==> config.mk <==
export PLATFORM = sky130hd
export DESIGN_NAME = lsu
export DESIGN_NICKNAME = d
export VERILOG_FILES = /design/src/rtl/lsu.sv
export SDC_FILE = /design/constraint.sdc
export NUM_CORES = 1
export LEC_CHECK = 0
export BUFFER_PORTS_ARGS = -buffer_cell sky130_fd_sc_hd__buf_2
export CAP_MARGIN = 15
export CORE_MARGIN = 3
export CORE_UTILIZATION = 50
export DETAILED_ROUTE_END_ITERATION = 10
export GPL_ROUTABILITY_DRIVEN = 0
export GPL_TIMING_DRIVEN = 0
export PLACE_DENSITY = 0.76
export SETUP_SLACK_MARGIN = 0.3
export SLEW_MARGIN = 20
export SYNTH_ARGS = -nofsm -noshare
export SYNTH_HDL_FRONTEND = slang
export SYNTH_SLANG_ARGS = --single-unit
==> constraint.sdc <==
create_clock -name clk -period 7.1 [get_ports clk]
set_clock_uncertainty 0.15 [all_clocks]
set_input_delay 1.42 -clock clk [delete_from_list [all_inputs] [get_ports clk]]
set_output_delay 1.42 -clock clk [all_outputs]
set_load 0.01 [all_outputs]
==> src/rtl/lsu.sv <==
// Load/store unit: turns RV32I loads/stores into word-wide dcache transactions,
// doing read-modify-write for SB/SH and extending load data for writeback.
module lsu #(
  parameter int ADDR_W = 16
) (
  input  logic              clk,
  input  logic              rst,
  input  logic              ex_valid,
  input  logic              ex_load,
  input  logic              ex_store,
  input  logic [2:0]        ex_funct3,
  input  logic [31:0]       ex_addr,
  input  logic [31:0]       ex_wdata,
  input  logic [4:0]        ex_rd_idx,
  output logic              stall,
  output logic              wb_valid,
  output logic [4:0]        wb_rd_idx,
  output logic [31:0]       wb_data,
  output logic              mem_done,
  output logic              fault,
  output logic [ADDR_W-1:0] c_address,
  output logic [31:0]       c_data,
  output logic              c_rd,
  output logic [3:0]        c_wr,
  input  logic              c_data_ready,
  input  logic [31:0]       c_data2cpu
);

  typedef enum logic [2:0] {IDLE, LD, RMW_RD, RMW_WR, ST, DONE} state_t;

  state_t            state, state_nx;
  logic [2:0]        f3_q, f3_nx;
  logic [1:0]        off_q, off_nx;
  logic [31:0]       wdata_q, wdata_nx;
  logic [4:0]        rd_q, rd_nx;

  logic              c_rd_nx;
  logic [3:0]        c_wr_nx;
  logic [31:0]       c_data_nx;
  logic [ADDR_W-1:0] c_address_nx;
  logic              wb_valid_nx;
  logic [4:0]        wb_rd_idx_nx;
  logic [31:0]       wb_data_nx;
  logic              mem_done_nx;
  logic              fault_nx;

  logic              f3_ok;
  logic              misaligned;
  logic              req_fault;
  logic [31:0]       lane_word;
  logic [31:0]       load_val;
  logic [31:0]       merged;

  // Address bits above the cache window are intentionally dropped.
  logic unused_addr_hi;
  assign unused_addr_hi = ^ex_addr[31:ADDR_W];

  always_comb begin
    f3_ok = 1'b0;
    case (ex_funct3)
      3'b000, 3'b001, 3'b010: f3_ok = 1'b1;
      3'b100, 3'b101:         f3_ok = ex_load;
      default:                f3_ok = 1'b0;
    endcase
    misaligned = ((ex_funct3[1:0] == 2'b01) && ex_addr[0]) ||
                 ((ex_funct3[1:0] == 2'b10) && (ex_addr[1:0] != 2'b00));
    req_fault  = (ex_load == ex_store) || !f3_ok || misaligned;
  end

  always_comb begin
    lane_word = c_data2cpu >> {off_q, 3'b000};
    case (f3_q)
      3'b000:  load_val = {{24{lane_word[7]}}, lane_word[7:0]};
      3'b001:  load_val = {{16{lane_word[15]}}, lane_word[15:0]};
      3'b100:  load_val = {24'b0, lane_word[7:0]};
      3'b101:  load_val = {16'b0, lane_word[15:0]};
      default: load_val = c_data2cpu;
    endcase
  end

  always_comb begin
    merged = c_data2cpu;
    if (f3_q[1:0] == 2'b00) begin
      merged[{off_q, 3'b000} +: 8] = wdata_q[7:0];
    end else begin
      merged[{off_q[1], 4'b0000} +: 16] = wdata_q[15:0];
    end
  end

  assign stall = !rst && (((state != IDLE) && (state != DONE)) ||
                          ((state == IDLE) && ex_valid && !req_fault));

  always_comb begin
    state_nx     = state;
    f3_nx        = f3_q;
    off_nx       = off_q;
    wdata_nx     = wdata_q;
    rd_nx        = rd_q;
    c_rd_nx      = c_rd;
    c_wr_nx      = c_wr;
    c_data_nx    = c_data;
    c_address_nx = c_address;
    wb_valid_nx  = 1'b0;
    wb_rd_idx_nx = wb_rd_idx;
    wb_data_nx   = wb_data;
    mem_done_nx  = 1'b0;
    fault_nx     = 1'b0;

    case (state)
      IDLE: begin
        if (ex_valid) begin
          if (req_fault) begin
            fault_nx = 1'b1;
          end else begin
            f3_nx        = ex_funct3;
            off_nx       = ex_addr[1:0];
            wdata_nx     = ex_wdata;
            rd_nx        = ex_rd_idx;
            c_address_nx = {ex_addr[ADDR_W-1:2], 2'b00};
            if (ex_load) begin
              c_rd_nx  = 1'b1;
              state_nx = LD;
            end else if (ex_funct3 == 3'b010) begin
              c_wr_nx   = '1;
              c_data_nx = ex_wdata;
              state_nx  = ST;
            end else begin
              c_rd_nx  = 1'b1;
              state_nx = RMW_RD;
            end
          end
        end
      end
      LD: begin
        if (c_data_ready) begin
          c_rd_nx      = 1'b0;
          wb_valid_nx  = 1'b1;
          wb_data_nx   = load_val;
          wb_rd_idx_nx = rd_q;
          mem_done_nx  = 1'b1;
          state_nx     = DONE;
        end
      end
      RMW_RD: begin
        // Read half done: the write request goes out on the same edge the read drops.
        if (c_data_ready) begin
          c_rd_nx   = 1'b0;
          c_wr_nx   = '1;
          c_data_nx = merged;
          state_nx  = RMW_WR;
        end
      end
      RMW_WR, ST: begin
        if (c_data_ready) begin
          c_wr_nx     = '0;
          mem_done_nx = 1'b1;
          state_nx    = DONE;
        end
      end
      DONE: begin
        state_nx = IDLE;
      end
      default: begin
        state_nx = IDLE;
      end
    endcase
  end

  always_ff @(posedge clk or posedge rst) begin
    if (rst) begin
      state     <= IDLE;
      f3_q      <= '0;
      off_q     <= '0;
      wdata_q   <= '0;
      rd_q      <= '0;
      c_rd      <= 1'b0;
      c_wr      <= '0;
      c_data    <= '0;
      c_address <= '0;
      wb_valid  <= 1'b0;
      wb_rd_idx <= '0;
      wb_data   <= '0;
      mem_done  <= 1'b0;
      fault     <= 1'b0;
    end else begin
      state     <= state_nx;
      f3_q      <= f3_nx;
      off_q     <= off_nx;
      wdata_q   <= wdata_nx;
      rd_q      <= rd_nx;
      c_rd      <= c_rd_nx;
      c_wr      <= c_wr_nx;
      c_data    <= c_data_nx;
      c_address <= c_address_nx;
      wb_valid  <= wb_valid_nx;
      wb_rd_idx <= wb_rd_idx_nx;
      wb_data   <= wb_data_nx;
      mem_done  <= mem_done_nx;
      fault     <= fault_nx;
    end
  end

endmodule

==> results.sh, run 1 <==
export IMPL_slew_violations=0
export IMPL_status="completed"
export IMPL_drc=0
export IMPL_drv_cap=0
export IMPL_via_count=6055
export IMPL_setup_worst_path_end_class="primary output"
export IMPL_synth_mux_area_frac=0.201
export IMPL_hold_path_class="flip-flop to flip-flop"
export IMPL_synth_xor_area_frac=0.00134
export IMPL_final_setup_tns_ns=0
export IMPL_floorplan_rows=41
export IMPL_ctsHtreeMaxLevel=4
export IMPL_grt_usage=0.281
export IMPL_place_area_sq_um=7720
export IMPL_cts_made_buffers=17
export IMPL_grt_start_max_net_pins=69
export IMPL_required_ns=5.53
export IMPL_cellPowerDensity_nw_per_um2=477
export IMPL_portBuffers=185
export IMPL_storage_cell_area_sq_um=2930
export IMPL_async_s_r_ff_share_synth=1.00
export IMPL_drt_wl_total_um=20000
export IMPL_critPathArrivalTime_ns=2.87
export IMPL_final_antenna_diode_count=0
export IMPL_ctsLongestPathBuffers=2
export IMPL_die_height_um=120
export IMPL_leakage_uw=0.00408
export IMPL_first_global_vias=6064
export IMPL_coreArea_sq_um=12700
export IMPL_timing_final_crit_share=0.625
export IMPL_area_growth_synth_to_final_pct=28.6
export IMPL_drt_first_pass_iters=7
export IMPL_worst_pin_slew_ns=0.920
export IMPL_dp_cells=972
export IMPL_yosys_warnings=0
export IMPL_cts_tree="yes"
export IMPL_postSynthCellCount=613
export IMPL_post_synth_num_cell_types=45
export IMPL_tritoncts_num_sinks=117
export IMPL_grt_antenna_before_repair=1
export IMPL_ioPinCount=204
export IMPL_mean_instance_size_in_the_synthesized_netlist_sq_um=10.7
export IMPL_synthesis_area_sq_um=6540
export IMPL_ant_nets=0
export IMPL_critPathLaunchType="input pin"
export IMPL_ys_ff_latch=117
export IMPL_synth_simple_area_share=0.117
export IMPL_post_synthesis_compound_gate_area_fraction=0.175
export IMPL_clock_pin_slew_of_the_registers_on_the_worst_case_setup_and_hold_paths_ns=0.06
export IMPL_whs_path_depth=2
export IMPL_layout_min_cycle_time_ns=4.44
export IMPL_start_util=0.514
export IMPL_critical_path_peak_fanout=10
export IMPL_post_layout_nonfiller_instances=1004
export IMPL_drt_initial_drc_count=526
export IMPL_dominant_register_cell_in_the_synthesized_netlist="dfrtp_1"
export IMPL_grt_first_pass_wirelength_um=31500
export IMPL_critical_path_class="input pin to primary output"
export IMPL_synth_enable_flop_cells=0
export IMPL_via_per_inst=6.03
export IMPL_peak_clock_frequency_supported_by_timing_ghz=0.225
export IMPL_wl_per_cell_um=19.9
export IMPL_post_route_cells_drive_above_1_share=0.409
export IMPL_setup_violations_final=0
export IMPL_cts_root_buffer_cell="clkbuf_16"
export IMPL_die_area_sq_um=14500
export IMPL_multi_input_area_sq_um=3300
export IMPL_overflow=0
export IMPL_largest_family_of_logic_cells_by_synthesized_area="multiplexers"
export IMPL_final_core_util=0.661
export IMPL_worst_vdd_rail_ir_drop_uv=222
export IMPL_timing_hold_ws_ns=0.314
export IMPL_grt_setup_unrepaired="false"
export IMPL_yosys_area_share_adder=0.00957
export IMPL_final_area_sq_um=8410
export IMPL_detailed_place_hpwl_um=15000
export IMPL_final_fill_count=1035
export IMPL_clock_latency_ns=0.42
export IMPL_hold_viol_final=0
export IMPL_final_net_count=934
export IMPL_timing_slew_headroom=0.382
export IMPL_cts_post_setup_buffers_inserted=0
export IMPL_die_w_um=120
export IMPL_worstRegToRegCells=9
export IMPL_synth_sequential_area_ratio=0.448
export IMPL_postCtsHoldBufs=0
export IMPL_post_cts_resized=0
[metal layers]
layer / track usage / part of all wire / vias up
li1: - / - / 2696
met1: 0.367 / 0.40 / 2964
met2: 0.438 / 0.47 / 336
met3: 0.0748 / 0.089 / 57
met4: 0.133 / 0.033 / 2
met5: 0 / 0.00065 / -
[worst max-delay path, stage by stage]
cell and delay [ns]:
buf_2 0.13, nor2_1 0.14, a21oi_1 0.09, nor2_1 0.31, nand2_1 0.19, buf_2 0.27
a21oi_1 0.16, buf_2 0.14
[state kept, by name, indices dropped and copies added (netlist names), 2 cells and up]
name,flops
rd_q,5
wb_rd_idx,5
c_data,32
state,3
off_q,2
c_address,14
wb_data,32
f3_q,3
wdata_q,16
[final timing paths]
path,start,to,slack [ns]
max in group asynchronous,rst,wdata_q[8],5.19
hold / removal,rd_q[1],wb_rd_idx[1],0.31
hold reg to reg,rd_q[1],wb_rd_idx[1],0.31
setup / recovery,ex_funct3[2],stall,2.66
setup reg to reg,off_q[1],c_data[16],4.21
min in group asynchronous,rst,c_wr[2],0.90
[cell usage in the layout (no fill, tap or decap), types with 2 or more instances in the layout]
| cell | netlist | routed |
|---|---|---|
| a21oi_1 | 53 | 53 |
| a221o_1 | 32 | 32 |
| a22o_1 | 32 | 32 |
| buf_2 | 20 | 205 |
| buf_4 | 6 | 6 |
| buf_6 | 6 | 6 |
| bufinv_16 | 0 | 6 |
| clkbuf_1 | 17 | 17 |
| clkbuf_16 | 0 | 17 |
| clkbuf_8 | 0 | 3 |
| clkinv_1 | 2 | 2 |
| clkinv_2 | 0 | 2 |
| clkinv_4 | 0 | 3 |
| conb_1 | 1 | 2 |
| dfrtp_1 | 117 | 117 |
| ha_1 | 5 | 5 |
| inv_1 | 8 | 7 |
| mux2_2 | 72 | 72 |
| mux2i_1 | 48 | 48 |
| nand2_1 | 64 | 64 |
| nand2b_1 | 4 | 4 |
| nand3_1 | 24 | 24 |
| nand3_2 | 10 | 10 |
| nand3b_1 | 9 | 9 |
| nor2_1 | 18 | 18 |
| nor2b_1 | 5 | 5 |
| nor3_2 | 2 | 2 |
| nor3b_1 | 2 | 2 |
| o21a_1 | 2 | 2 |
| o21ai_0 | 27 | 27 |
| o221ai_1 | 2 | 2 |
| o22ai_1 | 7 | 7 |
[power by group]
group,total [uW],internal [uW],switching [uW]
Combinational,1800,797,999
Sequential,1220,989,232
Clock,997,686,312
[synth_stat cells (all sizes together), types with 2 or more instances]
master    n  area [sq um]
nor3      3          25.0
buf      33           216
o21a      2          15.0
nor2     18          67.6
nand2    64           240
o22ai     8          56.3
nand2b    4          25.0
dfrtp   117          2930
a221o    32           320
nand3b    9          67.6
o21ai    27           135
clkbuf   17          63.8
nor3b     2          15.0
mux2i    48           480
mux2     72           811
a22o     32           280
inv       8          30.0
or2       2          12.5
nand3    34           220
o221ai    2          17.5
clkinv    2          7.51
nor2b     5          31.3
a21oi    53           265
ha        5          62.6
[area by class of cell]
cell class | count | share of cell area
buffer | 50 | 0.0333
sequential | 117 | 0.348
timing repair buffer | 186 | 0.113
multi-input combinational | 437 | 0.392
tap | 172 | 0.0256
inverter | 10 | 0.00506
clock buffer | 20 | 0.0555
clock inverter | 12 | 0.0266
[cells by family after synthesis]
group / after synthesis
AOI/OAI and AO/OA: 162
and+or+nand+nor: 146
muxes: 121
DFF: 117
buffers and inverters: 60
adders and majority gates: 5
other: 1
xor gates and xnor gates: 1
[stage by stage]
stage                     worst slack, ns  power [uW]
after floorplan                      2.43        2380
after global placement               1.23        2920
after detailed placement             2.66        2990
after CTS                            2.67        4010
after global routing                 2.44        4250
final                                2.66        4010
Power figures use the tool's default switching activity.
==> run 2, diff against run 1 <==
--- a/config.mk
+++ b/config.mk
@@ -5,14 +5,15 @@
 export SDC_FILE = /design/constraint.sdc
 export NUM_CORES = 1
 export LEC_CHECK = 0
+export ABC_AREA = 1
 export BUFFER_PORTS_ARGS = -buffer_cell sky130_fd_sc_hd__buf_2
 export CAP_MARGIN = 15
 export CORE_MARGIN = 3
-export CORE_UTILIZATION = 50
+export CORE_UTILIZATION = 48
 export DETAILED_ROUTE_END_ITERATION = 10
 export GPL_ROUTABILITY_DRIVEN = 0
 export GPL_TIMING_DRIVEN = 0
-export PLACE_DENSITY = 0.76
+export PLACE_DENSITY = 0.75
 export SETUP_SLACK_MARGIN = 0.3
 export SLEW_MARGIN = 20
 export SYNTH_ARGS = -nofsm -noshare
==> constraint.sdc (replaced) <==
create_clock -name clk -period 3.67 [get_ports clk]
set_clock_uncertainty 0.15 [all_clocks]
set_input_delay 0.734 -clock clk [delete_from_list [all_inputs] [get_ports clk]]
set_output_delay 0.734 -clock clk [all_outputs]
set_load 0.01 [all_outputs]
==> run 2 against run 1 <==
Net effect:
- hold slack lost 0.088 ns
- synthesized cell count grew 84%
- sequential cell count is the same
- global-route usage grew 0.91 points
- critical endpoint unchanged
- largest cell class unchanged
- highest routed layer unchanged
==> results.sh, run 2 <==
export IMPL_status="completed"
export IMPL_required_ns=2.79
export IMPL_cts_post_setup_buffers_inserted=0
export IMPL_grt_first_pass_wirelength_um=38000
export IMPL_yosys_warnings=0
export IMPL_ioPinCount=204
export IMPL_clock_pin_slew_of_the_registers_on_the_worst_case_setup_and_hold_paths_ns=0.06
export IMPL_via_count=8234
export IMPL_cellPowerDensity_nw_per_um2=886
export IMPL_critical_path_startpoint="ex_funct3[0]"
export IMPL_crit_path_frequent_cell="buf_2"
export IMPL_cts_tree="yes"
export IMPL_synth_largest_area_cell="dfrtp_1"
export IMPL_timing_final_crit_share=0.848
export IMPL_final_worst_path_setup_slack_ns=0.559
export IMPL_regToRegStartpoint="off_q[1]"
export IMPL_leakage_uw=0.00527
export IMPL_dp_worst_setup_slack_ns=0.575
export IMPL_cp_slowest_cell="buf_2"
export IMPL_area_growth_synth_to_final_pct=24.7
export IMPL_wl_per_cell_um=15.5
export IMPL_critical_path_peak_fanout=10
export IMPL_drv_cap=0
export IMPL_final_net_count=1453
export IMPL_ctsLongestPathBuffers=2
export IMPL_final_area_sq_um=9130
export IMPL_detailed_place_hpwl_um=18600
export IMPL_die_height_um=129
export IMPL_final_fill_count=1445
export IMPL_grt_met2_usage=0.461
export IMPL_timing_slew_headroom=0.598
export IMPL_dominant_register_cell_in_the_synthesized_netlist="dfrtp_1"
export IMPL_hold_path_class="input pin to asynchronous set/reset pin"
export IMPL_grt_usage=0.290
export IMPL_coreArea_sq_um=14700
export IMPL_clock_latency_ns=0.43
export IMPL_postCtsHoldBufs=0
export IMPL_peak_clock_frequency_supported_by_timing_ghz=0.321
export IMPL_die_w_um=129
export IMPL_start_util=0.498
export IMPL_first_global_vias=7788
export IMPL_die_area_sq_um=16800
export IMPL_setup_worst_path_end_class="primary output"
export IMPL_worstPathCellList="buf_2 -> inv_1 -> nand3_1 -> nand2_1 -> nand3_1 -> nor2_2 -> nand2_1 -> buf_2 -> a21oi_1 -> buf_2"
export IMPL_storage_cell_area_sq_um=2930
export IMPL_global_route_usage_met3=0.0771
export IMPL_grt_start_max_net_pins=36
export IMPL_worst_pin_slew_ns=0.602
export IMPL_drt_wl_total_um=23900
export IMPL_postSynthCellCount=1130
export IMPL_synth_enable_flop_cells=0
export IMPL_drt_first_pass_iters=7
export IMPL_slew_violations=0
export IMPL_critPathLaunchType="input pin"
export IMPL_fin_total_pwr_uw=8090
export IMPL_setup_violations_final=0
export IMPL_ant_nets=0
export IMPL_timing_hold_ws_ns=0.226
export IMPL_floorplan_rows=44
export IMPL_ys_ff_latch=117
export IMPL_overflow=0
export IMPL_layout_min_cycle_time_ns=3.11
export IMPL_mean_instance_size_in_the_synthesized_netlist_sq_um=6.48
export IMPL_critPathArrivalTime_ns=2.23
export IMPL_ys_top_cells_by_area="dfrtp_1 40%, nand2_1 24%, nand3_1 8.8%"
export IMPL_portBuffers=185
export IMPL_grt_setup_unrepaired="false"
export IMPL_tritoncts_num_sinks=117
export IMPL_async_s_r_ff_share_synth=1.00
export IMPL_synth_common_cells="459 x nand2_1, 128 x nand3_1, 117 x dfrtp_1, 95 x nor2_1, 94 x inv_1"
export IMPL_synthesis_area_sq_um=7320
export IMPL_drt_initial_drc_count=725
export IMPL_use_met1=0.374
export IMPL_post_route_cells_drive_above_1_share=0.209
export IMPL_post_cts_resized=0
export IMPL_largest_registers_in_the_final_layout="c_data: 32 flops, wb_data: 32 flops, wdata_q: 16 flops"
export IMPL_post_synth_num_cell_types=23
export IMPL_multi_input_area_sq_um=3620
export IMPL_cts_made_buffers=17
export IMPL_cts_root_buffer_cell="clkbuf_16"
export IMPL_place_area_sq_um=8540
export IMPL_synth_largest_type_area_fraction=0.400
export IMPL_synth_sequential_area_ratio=0.400
export IMPL_grt_antenna_before_repair=1
export IMPL_worst_vdd_rail_ir_drop_uv=529
export IMPL_critical_path_top_delay_family="simple AND/OR/NAND/NOR gates"
export IMPL_ctsHtreeMaxLevel=4
export IMPL_via_per_inst=5.36
export IMPL_grt_busiest_layer="met2"
export IMPL_synth_most_common_cell="nand2_1"
export IMPL_hold_viol_final=0
export IMPL_critical_path_class="input pin to primary output"
export IMPL_layout_cells_most_common="nand2_1"
export IMPL_drc=0
export IMPL_most_common_layout_cells="459 x nand2_1, 224 x buf_2, 128 x nand3_1"
export IMPL_final_setup_tns_ns=0
export IMPL_worstPathBufferInverterCount=4
export IMPL_cp_slowest_stage_delay_ns=0.24
## run 2: metrics by stage
| step | utilization | cells |
|---|---|---|
| after CTS | 0.621 | 1535 |
| after detailed placement | 0.581 | 1503 |
| after global placement | 0.577 | 1500 |
| final | 0.621 | 1536 |
| after global routing | 0.621 | 1535 |
| after floorplan | - | 1131 |
## run 2: area by class of cell
type | instances | share of cell area
buffer | 78 | 0.0432
timing repair buffer | 188 | 0.108
antenna | 1 | 0.000274
sequential | 117 | 0.321
clock inverter | 14 | 0.0169
clock buffer | 18 | 0.0470
multi-input combinational | 836 | 0.397
tap | 184 | 0.0252
inverter | 100 | 0.0415
## run 2: worst paths after layout
check	depth (start not counted)	endpoint	slack (ns)
worst max-delay path	10	stall	0.56
worst min-delay path	2	c_address[4]	0.23
worst max register to register	14	c_data[3]	0.86
worst min register to register	2	wb_rd_idx[1]	0.32
max in group asynchronous	4	wb_data[19]	2.36
min in group clk	2	wb_rd_idx[1]	0.32
## run 2: per-layer routing
metal | vias to the layer above | share of wire
li1 | 4011 | -
met1 | 3736 | 0.41
met2 | 412 | 0.45
met3 | 73 | 0.10
met4 | 2 | 0.034
met5 | - | 0.00046
## run 2: power by group
group	internal, uW	switching [uW]	leakage (uW)
sequential	1900	436	0.00147
combinational	1430	2700	0.00354
clock	1000	632	0.000265
total	4320	3770	0.00527
## run 2: cells by family after synthesis
logic type,share of synthesized area
AO/OA/AOI/OAI,0.0795
adder cells (fa/ha/maj),0.00855
buffers and inverters,0.105
flip-flops,0.400
other,0.000512
AND/OR/NAND/NOR,0.406
